File: config.mk
export PLATFORM = sky130hd
export DESIGN_NAME = cnn_layer_accel_octo_streamer
export DESIGN_NICKNAME = d
export VERILOG_FILES = /design/src/rtl/cnn_layer_accel_octo_streamer.sv
export SDC_FILE = /design/constraint.sdc
export NUM_CORES = 1
export LEC_CHECK = 0
export BUFFER_PORTS_ARGS = -buffer_cell sky130_fd_sc_hd__buf_2
export CAP_MARGIN = 5
export CORE_MARGIN = 2
export CORE_UTILIZATION = 54
export DETAILED_ROUTE_END_ITERATION = 8
export PLACE_DENSITY = 0.78
export RECOVER_POWER = 50
export SLEW_MARGIN = 40
export SYNTH_ARGS = -nofsm -noshare
export SYNTH_HDL_FRONTEND = slang
export SYNTH_SLANG_ARGS = --single-unit
File: constraint.sdc
create_clock -name clk -period 3.3 [get_ports clk]
set_clock_uncertainty 0.15 [all_clocks]
set_input_delay 0.66 -clock clk [delete_from_list [all_inputs] [get_ports clk]]
set_output_delay 0.66 -clock clk [all_outputs]
set_load 0.01 [all_outputs]
File: src/rtl/cnn_layer_accel_octo_streamer.sv
// Streams one layer command into the octo: seq_len sequencer words, then rows*cols
// pixel words, popped from a FWFT source through a one-entry tagged output register.
module cnn_layer_accel_octo_streamer #(
    parameter  int C_PIXEL_WIDTH    = 18,
    parameter  int C_SEQ_DATA_WIDTH = 13,
    parameter  int C_BRAM_DEPTH     = 1024,
    localparam int C_SEQ_LEN_WIDTH  = $clog2(C_BRAM_DEPTH / 2 * 5) + 1,
    localparam int C_DIM_WIDTH      = $clog2(C_BRAM_DEPTH) - 1
) (
    input  logic                       clk,
    input  logic                       rst,
    input  logic                       cmd_valid,
    output logic                       cmd_rdy,
    input  logic [C_SEQ_LEN_WIDTH-1:0] cmd_seq_len,
    input  logic [C_DIM_WIDTH-1:0]     cmd_num_rows,
    input  logic [C_DIM_WIDTH-1:0]     cmd_num_cols,
    input  logic [C_PIXEL_WIDTH-1:0]   src_data,
    input  logic                       src_valid,
    output logic                       src_rden,
    output logic [C_PIXEL_WIDTH-1:0]   datain,
    output logic                       datain_valid,
    output logic                       seq_datain_tag,
    output logic                       pixel_datain_tag,
    input  logic                       seq_datain_rdy,
    input  logic                       pixel_datain_rdy,
    output logic                       busy,
    output logic                       done
);

    typedef enum logic [4:0] {
        ST_IDLE  = 5'b00001,
        ST_SEQ   = 5'b00010,
        ST_PIX   = 5'b00100,
        ST_DRAIN = 5'b01000,
        ST_DONE  = 5'b10000
    } state_t;

    state_t                      state_q;
    logic [C_SEQ_LEN_WIDTH-1:0]  seq_len_q;
    logic [C_DIM_WIDTH-1:0]      rows_q;
    logic [C_DIM_WIDTH-1:0]      cols_q;
    logic                        pix_nz_q;
    logic [C_SEQ_LEN_WIDTH-1:0]  seq_cnt_q;
    logic [C_DIM_WIDTH-1:0]      row_cnt_q;
    logic [C_DIM_WIDTH-1:0]      col_cnt_q;
    logic [C_PIXEL_WIDTH-1:0]    datain_q;
    logic                        dv_q;
    logic                        seq_tag_q;
    logic                        pix_tag_q;

    logic transfer;
    logic fetch_st;
    logic pop;
    logic seq_last;
    logic col_last;
    logic row_last;
    logic [C_PIXEL_WIDTH-1:0] seq_word;

    // Only the rdy matching the held word's tag matters.
    assign transfer = dv_q && (seq_tag_q ? seq_datain_rdy : pixel_datain_rdy);
    assign fetch_st = (state_q == ST_SEQ) || (state_q == ST_PIX);
    // Gated by rst so a reset edge never consumes a source word.
    assign src_rden = !rst && fetch_st && (!dv_q || transfer);
    assign pop      = src_rden && src_valid;

    assign seq_last = (seq_cnt_q == seq_len_q - 1'b1);
    assign col_last = (col_cnt_q == cols_q - 1'b1);
    assign row_last = (row_cnt_q == rows_q - 1'b1);
    assign seq_word = C_PIXEL_WIDTH'(src_data[C_SEQ_DATA_WIDTH-1:0]);

    always_ff @(posedge clk) begin
        if (rst) begin
            state_q   <= ST_IDLE;
            seq_len_q <= '0;
            rows_q    <= '0;
            cols_q    <= '0;
            pix_nz_q  <= 1'b0;
            seq_cnt_q <= '0;
            row_cnt_q <= '0;
            col_cnt_q <= '0;
            datain_q  <= '0;
            dv_q      <= 1'b0;
            seq_tag_q <= 1'b0;
            pix_tag_q <= 1'b0;
        end else begin
            if (pop) begin
                datain_q  <= (state_q == ST_SEQ) ? seq_word : src_data;
                dv_q      <= 1'b1;
                seq_tag_q <= (state_q == ST_SEQ);
                pix_tag_q <= (state_q == ST_PIX);
            end else if (transfer) begin
                dv_q      <= 1'b0;
                seq_tag_q <= 1'b0;
                pix_tag_q <= 1'b0;
            end

            case (state_q)
                ST_IDLE: begin
                    if (cmd_valid) begin
                        seq_len_q <= cmd_seq_len;
                        rows_q    <= cmd_num_rows;
                        cols_q    <= cmd_num_cols;
                        pix_nz_q  <= (cmd_num_rows != '0) && (cmd_num_cols != '0);
                        seq_cnt_q <= '0;
                        row_cnt_q <= '0;
                        col_cnt_q <= '0;
                        if (cmd_seq_len != '0)
                            state_q <= ST_SEQ;
                        else if ((cmd_num_rows != '0) && (cmd_num_cols != '0))
                            state_q <= ST_PIX;
                        else
                            state_q <= ST_DONE;
                    end
                end
                ST_SEQ: begin
                    if (pop) begin
                        seq_cnt_q <= seq_cnt_q + 1'b1;
                        if (seq_last)
                            state_q <= pix_nz_q ? ST_PIX : ST_DRAIN;
                    end
                end
                ST_PIX: begin
                    if (pop) begin
                        if (col_last) begin
                            col_cnt_q <= '0;
                            if (row_last)
                                state_q <= ST_DRAIN;
                            else
                                row_cnt_q <= row_cnt_q + 1'b1;
                        end else begin
                            col_cnt_q <= col_cnt_q + 1'b1;
                        end
                    end
                end
                ST_DRAIN: begin
                    if (!dv_q || transfer)
                        state_q <= ST_DONE;
                end
                ST_DONE: state_q <= ST_IDLE;
                default: state_q <= ST_IDLE;
            endcase
        end
    end

    assign cmd_rdy          = (state_q == ST_IDLE);
    assign busy             = (state_q != ST_IDLE);
    assign done             = (state_q == ST_DONE);
    assign datain           = datain_q;
    assign datain_valid     = dv_q;
    assign seq_datain_tag   = seq_tag_q;
    assign pixel_datain_tag = pix_tag_q;

endmodule

# Word-level counts from Yosys, hierarchy flattened
# Index checks and enable logic that the tools add are counted.
dict set report totals {
  reg_bits 89
  out_inout_bits 25
  word_cells 83
  inputBits 55
}
dict set report classes {
  mux 28
  n_addsub 6
  n_reduce_logical 20
  n_eq_ne 17
}
# op count
set ops {}
lappend ops {{9-bit two-way mux} 6}
lappend ops {{5-bit two-way mux} 9}
lappend ops {{9-bit one-hot mux with 2 select lines} 2}
lappend ops {{13-bit two-way mux} 2}
lappend ops {{13-bit one-hot mux with 2 select lines} 1}
lappend ops {{5-bit one-hot mux with 4 select lines} 1}
lappend ops {{9-bit by 1-bit adder with 9-bit output, second input constant} 2}
lappend ops {{9-bit equality test} 2}
lappend ops {{18-bit two-way mux} 1}
lappend ops {{9-bit nonzero test} 2}
lappend ops {{9-bit by 1-bit subtractor with 9-bit output, second input constant} 2}
lappend ops {{2-bit inequality test, second input constant} 8}
lappend ops {{13-bit by 1-bit adder with 13-bit output, second input constant} 1}
lappend ops {{13-bit equality test} 1}
lappend ops {{13-bit nonzero test} 1}
lappend ops {{13-bit by 1-bit subtractor with 13-bit output, second input constant} 1}
lappend ops {{7-bit AND reduction} 1}
lappend ops {{3-bit AND reduction} 2}
lappend ops {{2-bit nonzero test} 3}
lappend ops {{5-bit by 1-bit equality test with 1-bit output, second input constant} 1}
lappend ops {{5-bit by 2-bit equality test with 1-bit output, second input constant} 1}
lappend ops {{5-bit by 3-bit equality test with 1-bit output, second input constant} 1}
lappend ops {{5-bit by 4-bit equality test with 1-bit output, second input constant} 1}
lappend ops {{5-bit equality test, second input constant} 1}
lappend ops {{8 further kinds} 18}

# Depth between registers and ports, before layout
# Gate-level depths: netlist of the first run.
dict set report logic_depth {
  ltp_word 7
  depth_mapped 12
  mapped_depth_nobuf 9
}

# Worst setup path after synthesis of the first run
# Ideal clock, no wire load.
dict set report synth_timing {
  path_type {flip-flop to flip-flop}
  startpoint {register rows_q[0]}
  endpoint {register state_q[3]}
  setup_slack_ps 479
  period_less_slack_ps 2821
  stages_incl_launch_ff 9
  arrival_ps 2567
  setup_time_ps 103
  n_path_buf 1
  required_time_ps 3047
  cell_sequence {dfxtp_1 > buf_6 > or4_1 > or4_1 > xnor2_1 > o41ai_1 > and3_2 > a31oi_1 > a2111oi_2}
}
dict set report synth_via {
  elab_chain_len 4
}
# item line
set synth_lines {}
lappend synth_lines {{start: declaration} 40} ;# logic [C_DIM_WIDTH-1:0] rows_q;
lappend synth_lines {{start signal: assignment} 101} ;# rows_q <= cmd_num_rows;
lappend synth_lines {{9-bit by 1-bit subtractor with 9-bit output} 68} ;# assign row_last = (row_cnt_q == rows_q - 1'b1);
lappend synth_lines {{9-bit equality test} 68}
lappend synth_lines {{2-bit inequality test (no line)} n/a}
lappend synth_lines {{7-bit AND reduction (no line)} n/a}
lappend synth_lines {{end signal: assignment} 119} ;# state_q <= pix_nz_q ? ST_PIX : ST_DRAIN;
lappend synth_lines {{end: declaration} 38} ;# state_t state_q;
# Every way passes these cells.
# A chain may end at the register's enable or synchronous reset.

# Worst setup path in the final report of the first run
dict set report layout_timing {
  startpoint {register cols_q[2]}
  endpoint {register state_q[3]}
}
dict set report layout_via {
  elab_chain_len 4
}
# item line
set layout_lines {}
lappend layout_lines {{start: declaration} 41} ;# logic [C_DIM_WIDTH-1:0] cols_q;
lappend layout_lines {{start signal: assignment} 102} ;# cols_q <= cmd_num_cols;
lappend layout_lines {{9-bit by 1-bit subtractor with 9-bit output} 67} ;# assign col_last = (col_cnt_q == cols_q - 1'b1);
lappend layout_lines {{9-bit equality test} 67}
lappend layout_lines {{2-bit inequality test (no line)} n/a}
lappend layout_lines {{7-bit AND reduction (no line)} n/a}
# Every way passes these cells.

==> out/results.md, run 1 <==
* final sum of negative setup slack: 0 ns
* register area share after synthesis: 0.3721
* post-cts resize count: 0
* TritonCTS Buffers: 9
* number of vias after detailed routing: 4630
* worst slew margin relative to its limit: 0.4128
* DRC marker count from the first detailed-route iteration: 253
* total inserted antenna cells: 0
* Root Buffer: clkbuf_8
* detailed placer's ending HPWL: 8603 um
* number of buffers added for setup after CTS: 0
* launching point of the worst reg2reg path: cols_q[2]
* Final Total Pwr: 3366 uW
* shortest period the worst path allows: 2.958 ns
* effective utilization at floorplan: 0.5518
* ratio of total power to cell area: 613.3 nW/um2
* die height: 98.17 um
* final layout net count: 748
* # placed instances: 784
* worst endpoint data arrival time: 3.07 ns
* pin count of the biggest net entering global routing: 75
* Yosys Warn Count: 0
* Primary FF master, synth: dfxtp_1
* setup repair after global routing missed its margin: false
* count of standard-cell rows: 34
* total standard cell area after synthesis: 4788 um2
* worst-case clock buffer depth: 2
* result of the run: completed
* peak clock frequency supported by timing: 338.1 MHz
* post-route insts no fill: 800
* buffers added on ports: 79
* minimum setup slack after placement: 0.4030 ns
* Synth cell types: 63
* register bit count reported by yosys: 89
* largest voltage drop on the vdd net: 0.0003255 V
* setup violators final: 0
* weighted congestion at the end of routability-driven global placement: 0.8880
* number of enable-type register cells in the synthesized netlist: 0
* Setup crit start kind: register
* count of antenna-violating nets left after detailed routing: 0
* R2R Setup Slk: 0.34 ns
* average wire length per cell after detail routing: 14.67 um
* crit path kind: register to register
* hold path startpoint: datain[5]
* clock slew at the register clock pins of the worst setup and hold paths: 0.10 ns
* endpoints failing hold: 0
* area growth from synthesis to layout: 14.63%
* reported max-cap violation count: 0
* leak pwr: 0.002058 uW
* fraction of layout instances using a drive strength above 1: 0.1460
* number of cells traversed by the worst hold path: 2
* standard cell core area: 8678 um2
* width of the die: 98.17 um
* Vias per Instance: 5.788
* Syn Area/Cell: 7.811 um2
* Worst Max-Slew Pin Slew: 0.8808 ns
* final worst slack: 0.3422 ns
* total global-route track usage: 0.2418
* hold_buf cts: 0
* Setup crit end kind: register
* number of sinks on the clock net: 89
* required time of the critical path: 3.42 ns
* detailed-route wire length: 11730 um
* global-route wire length before repair: 19460 um
* detailed-routing iteration count for the pre-antenna-repair pass: 5
* Gate Count Post-Synth: 613
* Congestion Overflow GR: 0
* Total Die Area: 9636 um2
* class of the tightest hold or removal check: register to register
* antenna violations before repair: 0
* hold-critical path endpoint: datain[5]
* drc violations: 0
* reg2reg path depth: 7
* worst-path fanout max: 11
* Final Max Tran Viols: 0
* post-synthesis net count: 674
* H-tree level count: 3
* clk_lat worst skew: 0.36 ns
* CTS tree: yes
* period utilization: 0.8963
* worst reg2reg endpoint: state_q[3]
* via count of the first global-routing pass: 4383
* share of synthesized flip-flops with an asynchronous set or reset: 0
* I/O pin total: 80
-- cell usage after synthesis (all sizes together), types with 8 or more instances --
library cell	count	area [um2]
nand2	127	476.7
dfxtp	89	1782
a21oi	66	330.3
nor2	40	150.1
xor2	29	254.0
clkbuf	27	105.1
xnor2	26	227.7
nand3	18	90.09
inv	15	56.30
and3	12	76.33
nor4	12	75.07
a211oi	11	82.58
nand4	11	68.82
nor3	10	50.05
or4	10	78.82
nand2b	8	50.05
o21ai	8	40.04
-- state kept, by name, indices dropped and copies added, names as in the netlist --
signal            count
pixel_datain_tag      1
cols_q                9
rows_q                9
datain               18
col_cnt_q             9
seq_cnt_q            13
seq_len_q            13
state_q               5
datain_valid          1
pix_nz_q              1
seq_datain_tag        1
row_cnt_q             9
-- metal layers --
metal	wire length, um	GRT usage
met4	192	0.08325
met5	0	0
met2	5574	0.4115
met3	639	0.04510
met1	5327	0.3092
-- stage by stage --
step	instance area, um2	utilization	hold WS (ns)
floorplan	4788	-	0.2951
global placement	5301	0.6109	0.2864
detailed placement	5301	0.6109	0.2941
CTS	5529	0.6371	0.3072
global route	5489	0.6325	0.3381
finish	5489	0.6325	0.3081
-- power by group --
group          total (uW)  internal (uW)  switching (uW)  leakage [uW]
Combinational        1190            500             689       0.00122
Sequential           1330           1180             149      0.000722
Clock                 850            450             400      0.000113
Total                3370           2130            1240       0.00206
-- critical path: stages, from the launching register on --
cell and delay [ns]:
dfxtp_1 0.38, or4_4 0.57, o21a_1 0.21, or4b_1 0.47
o211ai_1 0.18, and2_1 0.42, a31oi_1 0.17, a2111oi_2 0.31
-- layout make-up --
type	count	area, um2
Fill cell	794	3189
Multi-Input combinational cell	478	2818
Sequential cell	89	1782
Timing Repair Buffer	94	470.5
Clock buffer	10	137.6
Tap cell	108	135.1
Clock inverter	6	90.09
Inverter	15	56.30
-- cells in the final DEF (no fill, tap or decap), types with 3 or more instances in the layout --
cell type,instances
nand2b_1,8
ha_1,6
a31o_2,4
nand3_1,18
clkbuf_8,10
xnor2_1,26
a31oi_1,6
nand4_1,11
inv_1,15
nor2_1,40
and3_1,11
mux2i_1,6
buf_2,58
nor2b_1,5
xor2_1,29
o31ai_1,3
buf_4,12
a211oi_1,11
nor4_1,12
nor3b_1,5
dfxtp_1,89
a21oi_1,66
nor3_1,10
or3b_2,3
o21ai_0,6
clkbuf_1,24
or3_1,4
nand3b_1,4
nand2_1,127
or4_1,9
and2_1,3
-- worst max-delay path by stage --
stage / startpoint / slack (ns) / cells past startpoint / to
floorplan: rows_q[0] / 0.48 / 8 / state_q[3]
global placement: rows_q[3] / 0.48 / 8 / row_cnt_q[8]
detailed placement: cols_q[2] / 0.40 / 7 / state_q[4]
CTS: cols_q[2] / 0.37 / 7 / state_q[3]
global route: rows_q[0] / 0.19 / 8 / row_cnt_q[6]
finish: cols_q[2] / 0.34 / 7 / state_q[3]
-- cells by family (layout without fill, tap and decap cells) --
| group | count (synthesis) | after routing | share of synthesized area |
|---|---|---|---|
| simple gates | 281 | 281 | 0.2851 |
| fa+ha+maj | 6 | 6 | 0.01568 |
| xor+xnor | 55 | 55 | 0.1006 |
| compound gates | 128 | 128 | 0.1698 |
| flops | 89 | 89 | 0.3721 |
| mux | 8 | 8 | 0.01725 |
| buf+inv | 46 | 125 | 0.03945 |
Note: power is estimated with default switching activity, not from simulation.
==> inputs of run 2 (changes only) <==
Settings changed: BUFFER_PORTS_ARGS -buffer_cell sky130_fd_sc_hd__buf_2 to -buffer_cell sky130_fd_sc_hd__buf_4, CAP_MARGIN 5 to not set.
==> out/results.md, run 2 (synthesized netlist as in run 1, its figures left out) <==
* hold_buf cts: 0
* worst-case clock buffer depth: 2
* largest stage delay on the critical path: 0.48 ns
* class of the tightest hold or removal check: register to register
* effective utilization at floorplan: 0.5518
* worst-path fanout max: 11
* leak pwr: 0.002080 uW
* detailed-routing iteration count for the pre-antenna-repair pass: 5
* worst slew margin relative to its limit: 0.3751
* worst endpoint data arrival time: 3.11 ns
* Worst Max-Slew Pin Slew: 0.9374 ns
* ratio of total power to cell area: 583.2 nW/um2
* area growth from synthesis to layout: 16.72%
* Post-Route Utilization: 0.6440
* count of antenna-violating nets left after detailed routing: 0
* layer with the highest usage after global routing: met2
* critical path's top delay family: compound AO/OA/AOI/OAI gates
* number of flip-flops in the largest register: 18
* met2 Track Usage GR: 0.4389
* CTS tree: yes
* pin count of the biggest net entering global routing: 75
* largest voltage drop on the vdd net: 0.0003141 V
* detailed placer's ending HPWL: 8989 um
* Fillers: 826
* DRC marker count from the first detailed-route iteration: 156
* average wire length per cell after detail routing: 15.33 um
* Setup crit end kind: register
* weighted congestion at the end of routability-driven global placement: 0.8427
* shortest period the worst path allows: 2.976 ns
* Vias per Instance: 5.798
* Setup crit start kind: register
* total global-route track usage: 0.2576
* detailed-route wire length: 12250 um
* final layout net count: 747
* final sum of negative setup slack: 0 ns
* area taken by multi-input logic gates: 2833 um2
* most common library cell in the layout ignoring fill and taps: nand2_1
* number of vias after detailed routing: 4633
* setup repair after global routing missed its margin: false
* cell with the biggest individual delay on the critical path: dfxtp_1
* via count of the first global-routing pass: 4614
* peak clock frequency supported by timing: 336.0 MHz
* global-route met3 utilization: 0.06586
* width of the die: 98.17 um
* endpoints failing hold: 0
* series of cell instances along the critical path: inv_1, ha_1, nand2b_1, a21boi_0, o311ai_0, a22oi_1, and2_1, nand3_1, a211oi_1
* Congestion Overflow GR: 0
* standard cell core area: 8678 um2
* number of buffers added for setup after CTS: 0
* die height: 98.17 um
* Root Buffer: clkbuf_8
* setup violators final: 0
* reported max-cap violation count: 0
* commonest cells after routing, fill and taps aside: nand2_1 (127), dfxtp_1 (89), buf_4 (69), a21oi_1 (66), nor2_1 (40)
* period utilization: 0.9018
* Final Max Tran Viols: 0
* met1 Track Usage GR: 0.3210
* antenna violations before repair: 0
* clock slew at the register clock pins of the worst setup and hold paths: 0.10 ns
* H-tree level count: 3
* total inserted antenna cells: 0
* buffers added on ports: 79
* required time of the critical path: 3.43 ns
* number of sinks on the clock net: 89
* count of buffering cells on the critical path with inverters included: 1
* global-route wire length before repair: 20710 um
* count of standard-cell rows: 34
* Total Die Area: 9636 um2
* crit path kind: register to register
* clk_lat worst skew: 0.36 ns
* result of the run: completed
* TritonCTS Buffers: 9
* I/O pin total: 80
* fraction of layout instances using a drive strength above 1: 0.1476
* drc violations: 0
* sequential cell area: 1782 um2
-- run 2: changes by cell type in the layout (fill, tap and decap cells not counted), moves of 2 or more --
cell,delta
buf_2,-58
buf_4,+57
bufinv_16,-2
inv_6,+2
o41ai_1,-2
o41ai_2,+2
-- run 2: layout make-up --
cell class                      instances  share of cell area
Timing Repair Buffer                   93              0.1088
Tap cell                              108             0.02418
Inverter                               15             0.01007
Clock inverter                          7            0.009178
Sequential cell                        89              0.3188
Clock buffer                            9             0.02216
Multi-Input combinational cell        478              0.5068
-- run 2: layer usage --
metal,share of wire,wire [um]
met1,0.43,5206
met2,0.49,6045
met3,0.067,815
met4,0.015,182
met5,0,0
-- run 2: stage by stage --
step / cell area [um2] / worst slack (ns) / total power (uW) / cells / hold WS, ns
after detailed placement: 5492 / 0.1790 / 2580 / 783 / 0.2983
after CTS: 5667 / 0.1212 / 3275 / 799 / 0.3125
after global routing: 5589 / 0.07071 / 3483 / 799 / 0.3340
after global placement: 5492 / 0.2584 / 2527 / 783 / 0.2899
final: 5589 / 0.3241 / 3259 / 799 / 0.3064
after floorplan: 4788 / 0.4794 / 2203 / 613 / 0.2951
-- run 2: worst register-to-register path: stages (launching register included) --
cell      delay, ns
dfxtp_1        0.48
inv_1          0.08
ha_1           0.26
nand2b_1       0.16
a21boi_0       0.20
o311ai_0       0.17
a22oi_1        0.47
and2_1         0.42
nand3_1        0.24
a211oi_1       0.26
-- run 2: worst paths after layout --
kind | startpoint | end | slack (ns) | cells past startpoint
worst min register to register | datain[17] | datain[17] | 0.31 | 2
worst max register to register | cols_q[0] | state_q[4] | 0.32 | 9
worst min-delay path | datain[17] | datain[17] | 0.31 | 2
worst max-delay path | cols_q[0] | state_q[4] | 0.32 | 9
-- run 2: power by group --
part,switching [uW],internal [uW],total (uW)
Combinational,706,531,1240
Clock,415,279,695
Sequential,149,1180,1330
-- run 2: repair_timing --
item                                   CTS  global route
endpoints found under the hold margin    0             0
gates resized for setup                  0             2
setup endpoints to repair                0             5
